## config.mk

```make
export PLATFORM = sky130hd
export DESIGN_NAME = spi_track_loader
export DESIGN_NICKNAME = d
export VERILOG_FILES = /design/src/rtl/spi_track_loader_pkg.sv /design/src/rtl/spi_track_loader_sync_edge.sv /design/src/rtl/spi_track_loader.sv
export SDC_FILE = /design/constraint.sdc
export NUM_CORES = 1
export LEC_CHECK = 0
export ABC_CLOCK_PERIOD_IN_PS = 3400
export CORE_MARGIN = 5
export CORE_UTILIZATION = 57
export DETAILED_ROUTE_END_ITERATION = 10
export HOLD_SLACK_MARGIN = 0.1
export PLACE_DENSITY = 0.84
export RECOVER_POWER = 50
export SYNTH_ARGS = -nofsm -noshare
export SYNTH_HDL_FRONTEND = slang
export SYNTH_SLANG_ARGS = --single-unit
export TNS_END_PERCENT = 10
```

## constraint.sdc

```tcl
create_clock -name clk -period 3.4 [get_ports clk]
set_input_delay 1.02 -clock clk [delete_from_list [all_inputs] [get_ports clk]]
set_output_delay 1.02 -clock clk [all_outputs]
set_load 0.02 [all_outputs]
```

## src/rtl/spi_track_loader_pkg.sv

```systemverilog
// Shared types for the SPI track loader: track word layout, loader FSM states and checksum width.
package hdr_pkg;

    localparam int CKSUM_W = 8;

    typedef struct packed {
        logic [15:0] period;
        logic [7:0]  amplitude;
    } track_word_t;

    typedef enum logic [1:0] {
        IDLE,
        SHIFT,
        CHECK
    } loader_state_t;

endpackage

```

## src/rtl/spi_track_loader_sync_edge.sv

```systemverilog
// Multi-flop synchroniser for one asynchronous pin, followed by a history flop that yields
// single-cycle rise/fall pulses aligned with the synchronised level.
module sync_edge #(
    parameter int SYNC_STAGES = 2
) (
    input  logic clk,
    input  logic reset,
    input  logic din,
    output logic rise,
    output logic fall
);

    logic [SYNC_STAGES-1:0] sync_q, sync_d;
    logic                   prev_q, prev_d;

    always_comb begin
        sync_d = {sync_q[SYNC_STAGES-2:0], din};
        prev_d = sync_q[SYNC_STAGES-1];
    end

    always_ff @(posedge clk) begin
        if (reset) begin
            sync_q <= '0;
            prev_q <= 1'b0;
        end else begin
            sync_q <= sync_d;
            prev_q <= prev_d;
        end
    end

    assign rise = sync_q[SYNC_STAGES-1] & ~prev_q;
    assign fall = ~sync_q[SYNC_STAGES-1] & prev_q;

endmodule

```

## src/rtl/spi_track_loader.sv

```systemverilog
// SPI slave that deserialises a frame of track words and double-buffers it for the tone generators.
// Optional checksum byte after the track words is enabled by defining SPI_FRAME_CHECK_EN.
module spi_track_loader
    import hdr_pkg::*;
#(
    parameter int NUM_INPUTS  = 2,
    parameter int PACKET_SIZE = 24,
    parameter int SYNC_STAGES = 2
) (
    input  logic                              clk,
    input  logic                              reset,
    input  logic                              cs,
    input  logic                              sck,
    input  logic                              sdi,
    output logic [NUM_INPUTS*PACKET_SIZE-1:0] track_data,
    output logic                              track_update,
    output logic                              frame_err,
    output logic                              busy,
    output logic [15:0]                       frame_cnt
);

    localparam int DATA_BITS = NUM_INPUTS * PACKET_SIZE;
`ifdef SPI_FRAME_CHECK_EN
    localparam int FRAME_BITS = DATA_BITS + CKSUM_W;
`else
    localparam int FRAME_BITS = DATA_BITS;
`endif
    localparam int CNT_W = $clog2(FRAME_BITS + 2);
    localparam logic [CNT_W-1:0] CNT_FULL = CNT_W'(FRAME_BITS);
    localparam logic [CNT_W-1:0] CNT_OVER = CNT_W'(FRAME_BITS + 1);

`ifdef SPI_FRAME_CHECK_EN
    function automatic logic frame_sum_ok(input logic [FRAME_BITS-1:0] f);
        logic [CKSUM_W-1:0] sum;
        sum = '0;
        for (int i = 0; i < DATA_BITS / 8; i++) begin
            sum = sum + f[CKSUM_W + i*8 +: 8];
        end
        return sum == f[CKSUM_W-1:0];
    endfunction
`endif

    logic cs_rise, cs_fall, sck_rise, sck_fall;
    logic [SYNC_STAGES-1:0] sdi_sync_q, sdi_sync_d;
    logic sdi_s;

    sync_edge #(.SYNC_STAGES(SYNC_STAGES)) u_cs_sync (
        .clk   (clk),
        .reset (reset),
        .din   (cs),
        .rise  (cs_rise),
        .fall  (cs_fall)
    );

    sync_edge #(.SYNC_STAGES(SYNC_STAGES)) u_sck_sync (
        .clk   (clk),
        .reset (reset),
        .din   (sck),
        .rise  (sck_rise),
        .fall  (sck_fall)
    );

    // sdi is only ever sampled on sck rise, so its level at the same stage depth is enough
    assign sdi_sync_d = {sdi_sync_q[SYNC_STAGES-2:0], sdi};
    assign sdi_s      = sdi_sync_q[SYNC_STAGES-1];

    loader_state_t          state_q, state_d;
    logic [CNT_W-1:0]       bit_cnt_q, bit_cnt_d;
    logic [FRAME_BITS-1:0]  shadow_q, shadow_d;
    logic [DATA_BITS-1:0]   track_data_q, track_data_d;
    logic                   track_update_q, track_update_d;
    logic                   frame_err_q, frame_err_d;
    logic                   busy_q, busy_d;
    logic [15:0]            frame_cnt_q, frame_cnt_d;
    logic                   pending_q, pending_d;
    logic                   frame_ok;

`ifdef SPI_FRAME_CHECK_EN
    assign frame_ok = (bit_cnt_q == CNT_FULL) && frame_sum_ok(shadow_q);
`else
    assign frame_ok = (bit_cnt_q == CNT_FULL);
`endif

    always_comb begin
        state_d        = state_q;
        bit_cnt_d      = bit_cnt_q;
        shadow_d       = shadow_q;
        track_data_d   = track_data_q;
        track_update_d = 1'b0;
        frame_err_d    = 1'b0;
        frame_cnt_d    = frame_cnt_q;
        pending_d      = pending_q;
        case (state_q)
            IDLE: begin
                if (cs_rise || pending_q) begin
                    state_d   = SHIFT;
                    bit_cnt_d = '0;
                    shadow_d  = '0;
                    pending_d = 1'b0;
                end
            end
            SHIFT: begin
                // a coincident sck edge is dropped so the frame length is decided by cs alone
                if (cs_fall) begin
                    state_d = CHECK;
                end else if (sck_rise) begin
                    if (bit_cnt_q < CNT_FULL) begin
                        shadow_d = {shadow_q[FRAME_BITS-2:0], sdi_s};
                    end
                    if (bit_cnt_q != CNT_OVER) begin
                        bit_cnt_d = bit_cnt_q + 1'b1;
                    end
                end
            end
            CHECK: begin
                state_d = IDLE;
                if (cs_rise) begin
                    pending_d = 1'b1;
                end
                if (frame_ok) begin
                    track_data_d   = shadow_q[FRAME_BITS-1 -: DATA_BITS];
                    track_update_d = 1'b1;
                    frame_cnt_d    = frame_cnt_q + 16'd1;
                end else begin
                    frame_err_d = 1'b1;
                end
            end
            default: state_d = IDLE;
        endcase
        busy_d = (state_d != IDLE);
    end

    always_ff @(posedge clk) begin
        if (reset) begin
            state_q        <= IDLE;
            bit_cnt_q      <= '0;
            shadow_q       <= '0;
            track_data_q   <= '0;
            track_update_q <= 1'b0;
            frame_err_q    <= 1'b0;
            busy_q         <= 1'b0;
            frame_cnt_q    <= '0;
            pending_q      <= 1'b0;
            sdi_sync_q     <= '0;
        end else begin
            state_q        <= state_d;
            bit_cnt_q      <= bit_cnt_d;
            shadow_q       <= shadow_d;
            track_data_q   <= track_data_d;
            track_update_q <= track_update_d;
            frame_err_q    <= frame_err_d;
            busy_q         <= busy_d;
            frame_cnt_q    <= frame_cnt_d;
            pending_q      <= pending_d;
            sdi_sync_q     <= sdi_sync_d;
        end
    end

    assign track_data   = track_data_q;
    assign track_update = track_update_q;
    assign frame_err    = frame_err_q;
    assign busy         = busy_q;
    assign frame_cnt    = frame_cnt_q;

endmodule
```

==> flow_metrics.tcl, run 1 <==
set metrics [dict create \
    status "completed" \
    seq_area_um2 2640 \
    cts_root_buf "clkbuf_8" \
    finalWorstSetupSlack_ns 0.590 \
    fmax_mhz 356 \
    p_leak_nw 2.07 \
    synth_most_common_cell "dfxtp_1" \
    area_delta_synth_final_pct 28.9 \
    slew-limit-headroom_pct 1.92 \
    synth_warnings 0 \
    clock_sinks 132 \
    yosysTopAreaCell "dfxtp_1" \
    holdBufCountCts 0 \
    ys_async_sr_fraction_pct 0 \
    final-setup-viol-count 0 \
    drt_wl_total_um 9980 \
    avgRoutedWirePerCell_um 14.7 \
    comb_power_share_pct 1.9 \
    critPathRequiredTime_ns 3.80 \
    grt_start_max_net_pins 49 \
    synth_edf_count 0 \
    clkTransAtPathRegs_ns 0.06 \
    vias 3785 \
    vias_per_cell 5.57 \
    clock_latency_ns 0.51 \
    worstHoldStart "u_cs_sync.sync_q[0]" \
    layout.nets 570 \
    cp.arrival_ns 3.21 \
    synth_fp_nets 508 \
    synth_ff_type "dfxtp_1" \
    grt_pass1_wl_um 16900 \
    antenna_cells 0 \
    synth.top_cells.by_count "dfxtp_1, nand2_1, a21oi_1" \
    r2r_start "bit_cnt_q[0]" \
    r2r_setup_slack_ns 0.86 \
    syn_inst 499 \
    ir_worst_vdd_mv 0.405 \
    slew_violations 0 \
    overflow 0 \
    worstSetupEndpointType "flop" \
    dp_cells 647 \
    numCtsBuffers 17 \
    fill_cells 581 \
    worstSetupEndpoint "shadow_q[19]" \
    dieWidth_um 100 \
    cp-start-kind "input pin" \
    synth_area_per_cell_um2 9.34 \
    cts_setup_buffers 0 \
    synth_top_area_share_pct 56.7 \
    drtPass1Iterations 5 \
    r2r_end "track_data[18]" \
    globalplace.congestion 0.825 \
    worst_pin_slew_ns 1.47 \
    dp.final_hpwl_um 6420 \
    period_share_pct 82.6 \
    rsz0062_at_grt "no" \
    power_mw 3.37 \
    chipHeight_um 100 \
    ys_types 41 \
    antenna_found_initial 0 \
    hold_path.class "reg2reg" \
    fin_skew_ns 0.00736 \
    seqPwrFrac_pct 46.2 \
    drc_errors 0 \
    htree_levels 4 \
    multiInputGateArea_um2 1880 \
    path_max_fanout 48 \
    ys_seq_elements 132 \
    tritoncts "done" \
    final_area_um2 6010 \
    io_pins 72 \
    place_area_um2 5430 \
    hold_viol 0 \
    grt_pass1_vias 3657 \
    clock_power_share_pct 52.0 \
    post-route-min-period_ns 2.81 \
    rows 33 \
    dp_slack_ns 0.748 \
    power_density_nw_per_um2 561 \
    start_util_pct 57.6 \
    ant_nets 0 \
    ys_seq_area_share_pct 56.7 \
    fin_cells 679 \
    startpoint "reset" \
    cts_resized 0 \
    grt_use_total_pct 20.8 \
    drtIter0Drc 234 \
    netSwitchingPower_uw 704 \
    die_area_um2 10100 \
    clockBufferDepth 2 \
    synth_area_um2 4660 \
    setup-tns-final_ns 0 \
    rr_worst_depth 7 \
    path_class "in2reg" \
    intPower_mw 2.67 \
    max_cap_violations 0 \
    drive_above_1_share_pct 7.67 \
    port_buffers 71 \
    core-area_um2 8090 \
    switching_share_pct 20.9 \
    ys_top_cells_by_area "dfxtp_1, a22o_1, nand2_1, a21oi_1, clkbuf_1" \
]
==> power groups by stage <==
| stage | Sequential [mW] | Clock (mW) | Combinational [mW] |
|---|---|---|---|
| 2_1_floorplan | 1.59 | 0 | 0.0451 |
| 3_3_place_gp | 1.59 | 0 | 0.0606 |
| 3_5_place_dp | 1.59 | 0 | 0.0625 |
| 4_1_cts | 1.56 | 1.77 | 0.0632 |
| 5_1_grt | 1.56 | 1.87 | 0.0699 |
| 6_report | 1.56 | 1.75 | 0.0632 |
==> through the flow <==
step                      hold WS [ns]  util (%)
after floorplan                  0.414         -
after global placement           0.418      67.1
after detailed placement         0.426      67.1
after CTS                        0.441      74.3
after global routing             0.461      74.2
final                            0.436      74.2
==> area by class of cell <==
cell class | instances | area share [%]
clock buffers | 20 | 7.58
repair buffers | 76 | 12.3
well taps | 105 | 2.19
inverters | 9 | 0.562
flip-flops and latches | 132 | 44.0
clock inverters | 12 | 2.17
multi-input cells | 325 | 31.2
==> cells in the final DEF, fill, tap and decap left out, types with 5 or more instances in the layout <==
master	synthesis	routed
clkbuf_16	0	16
a21oi_1	57	56
clkdlybuf4s50_1	0	70
nor2_1	18	17
clkinvlp_4	0	5
xnor2_1	7	7
inv_1	9	9
nand2_1	110	110
nor4_1	7	7
o31ai_1	6	6
nand3_1	10	10
nor2b_1	12	12
or4_1	5	5
a22o_1	48	48
dfxtp_1	132	132
==> layer usage <==
metal	share of wire (%)	GRT usage, %
met1	44	25.5
met2	48	32.8
met3	6.2	6.95
met4	1.7	9.95
met5	0	0
==> worst min path at each step <==
stage / cells past startpoint / end / slack [ns]
2_1_floorplan: 1 / sdi_sync_q[1] / 0.41
3_3_place_gp: 1 / sdi_sync_q[1] / 0.42
3_5_place_dp: 1 / u_cs_sync.sync_q[1] / 0.43
4_1_cts: 1 / u_cs_sync.sync_q[1] / 0.44
5_1_grt: 1 / u_cs_sync.sync_q[1] / 0.46
6_report: 1 / u_cs_sync.sync_q[1] / 0.44
==> critical path, stage by stage <==
cell and delay, ns:
clkbuf_1 1.04, nor2_1 0.24, and3b_2 0.58, a22o_1 0.31
==> state kept, by name, summed over array words and instances (netlist names), 2 cells and up <==
| register | count |
|---|---|
| u_cs_sync.sync_q | 2 |
| track_data | 48 |
| sdi_sync_q | 2 |
| shadow_q | 48 |
| frame_cnt | 16 |
| state_q | 2 |
| bit_cnt_q | 6 |
| u_sck_sync.sync_q | 2 |
==> kinds of logic after synthesis <==
logic type      after synthesis  synth area share, %
compound gates              125                 18.5
xor+xnor                      8                 1.50
fa+ha+maj                     4                 1.07
buf+inv                      42                 3.46
flops                       132                 56.7
mux                           2                0.483
simple gates                186                 18.3
Note: power is estimated with default switching activity, not from simulation.
==> inputs of run 2 (changes only) <==
--- a/config.mk
+++ b/config.mk
@@ -5,12 +5,12 @@
 export SDC_FILE = /design/constraint.sdc
 export NUM_CORES = 1
 export LEC_CHECK = 0
-export ABC_CLOCK_PERIOD_IN_PS = 3400
+export ABC_CLOCK_PERIOD_IN_PS = 2300
 export CORE_MARGIN = 5
-export CORE_UTILIZATION = 57
+export CORE_UTILIZATION = 48
 export DETAILED_ROUTE_END_ITERATION = 10
 export HOLD_SLACK_MARGIN = 0.1
-export PLACE_DENSITY = 0.84
+export PLACE_DENSITY = 0.75
 export RECOVER_POWER = 50
 export SYNTH_ARGS = -nofsm -noshare
 export SYNTH_HDL_FRONTEND = slang
==> constraint.sdc (replaced) <==
create_clock -name clk -period 2.3 [get_ports clk]
set_input_delay 0.69 -clock clk [delete_from_list [all_inputs] [get_ports clk]]
set_output_delay 0.69 -clock clk [all_outputs]
set_load 0.02 [all_outputs]
==> flow_metrics.tcl, run 2 (synthesized netlist as in run 1, its figures left out) <==
set metrics [dict create \
    cp-start-kind "flop" \
    dp.final_hpwl_um 6460 \
    drc_errors 0 \
    slew-limit-headroom_pct 20.8 \
    tritoncts "done" \
    r2r_end "shadow_q[1]" \
    use_met2_pct 28.2 \
    cts_resized 1 \
    max_cap_violations 0 \
    critPathRequiredTime_ns 1.61 \
    ant_nets 0 \
    io_pins 72 \
    cts_setup_buffers 0 \
    final-setup-viol-count 0 \
    overflow 0 \
    setup-tns-final_ns 0 \
    avgRoutedWirePerCell_um 13.9 \
    cts_root_buf "clkbuf_8" \
    clock_sinks 132 \
    clockBufferDepth 2 \
    area_delta_synth_final_pct 29.7 \
    status "completed" \
    die_area_um2 11800 \
    dp_slack_ns 0.211 \
    hold_path.class "reg2reg" \
    worstHoldPathCells 1 \
    cp.arrival_ns 1.55 \
    power_density_nw_per_um2 811 \
    core-area_um2 9640 \
    layout_common_cells "dfxtp_1, nand2_1, clkdlybuf4s50_1, a21oi_1, a22o_1" \
    worstSetupEndpointType "primary output" \
    use_met1_pct 22.4 \
    cp.depth 1 \
    grt_util_met3_pct 4.18 \
    ir_worst_vdd_mv 0.456 \
    r2r_start "bit_cnt_q[5]" \
    final_area_um2 6040 \
    grt_pass1_wl_um 16600 \
    finalWorstSetupSlack_ns 0.0584 \
    grt_busiest_layer "met2" \
    rsz0062_at_grt "no" \
    vias_per_cell 5.25 \
    period_share_pct 97.5 \
    path_max_fanout 5 \
    critPathBufInv 1 \
    p_leak_nw 2.13 \
    rows 36 \
    utilization_pct 62.7 \
    dieWidth_um 109 \
    clkTransAtPathRegs_ns 0.06 \
    whs_endpoint "shadow_q[0]" \
    drt_wl_total_um 9870 \
    cp_cell_sequence "clkdlybuf4s50_1" \
    power_mw 4.90 \
    post-route-min-period_ns 2.24 \
    fin_skew_ns 0.0132 \
    drtIter0Drc 201 \
    fmax_mhz 446 \
    holdBufCountCts 0 \
    grt_use_total_pct 17.5 \
    antenna_found_initial 0 \
    fill_cells 847 \
    grt_start_max_net_pins 49 \
    port_buffers 71 \
    chipHeight_um 109 \
    path_class "reg2out" \
    drtPass1Iterations 4 \
    grt_pass1_vias 3630 \
    globalplace.congestion 0.765 \
    worst_pin_slew_ns 1.19 \
    worstHoldStart "sdi_sync_q[1]" \
    vias 3738 \
    numCtsBuffers 17 \
    layout.nets 575 \
    start_util_pct 48.3 \
    antenna_cells 0 \
    htree_levels 4 \
    rr_worst_depth 4 \
    crit_family "buffers and inverters" \
    crit_path_max_incr_delay_ns 0.64 \
    r2r_setup_slack_ns 0.21 \
    final_common_cell "dfxtp_1" \
    place_area_um2 5510 \
    drive_above_1_share_pct 7.94 \
    hold_viol 0 \
    critPathSlowestCell "clkdlybuf4s50_1" \
    slew_violations 0 \
    clock_latency_ns 0.50 \
]
[run 2: changes by cell type in the layout (fill, tap and decap cells not counted), moves of 3 or more]
cell,before,now
clkinvlp_4,5,2
clkdlybuf4s50_1,70,57
dlygate4sd3_1,0,9
clkbuf_2,0,3
clkbuf_1,2,7
[run 2: power breakdown]
part | leakage [nW] | total (mW) | switching, mW | internal, mW
combinational | 0.788 | 0.0919 | 0.0679 | 0.0240
clock | 0.275 | 2.51 | 0.948 | 1.56
sequential | 1.06 | 2.30 | 0.00556 | 2.30
total | 2.13 | 4.90 | 1.02 | 3.88
[run 2: cell type report]
type | instances | area (µm²) | area share, %
clock buffers | 23 | 477 | 7.89
clock inverters | 9 | 93.8 | 1.55
inverters | 9 | 33.8 | 0.559
multi-input cells | 325 | 1870 | 30.9
flip-flops and latches | 132 | 2640 | 43.7
well taps | 133 | 166 | 2.75
repair buffers | 81 | 761 | 12.6
[run 2: worst max path at each step]
stage | startpoint | endpoint | slack (ns)
global placement | reset | busy | 0.24
floorplan | bit_cnt_q[0] | frame_cnt[13] | 0.34
global route | frame_cnt[2] | frame_cnt[2] | 0.0006
finish | frame_cnt[2] | frame_cnt[2] | 0.06
detailed placement | reset | shadow_q[14] | 0.21
CTS | frame_cnt[8] | frame_cnt[8] | 0.02
[run 2: routing by layer]
layer,share of wire (%),vias to the layer above
met5,0,-
met4,0.76,0
met3,4.6,7
met2,47,89
met1,47,1753
li1,-,1889
[run 2: stage by stage]
stage	instances	hold WS [ns]
global placement	680	0.419
floorplan	499	0.414
finish	712	0.439
global route	712	0.462
detailed placement	680	0.429
CTS	712	0.438
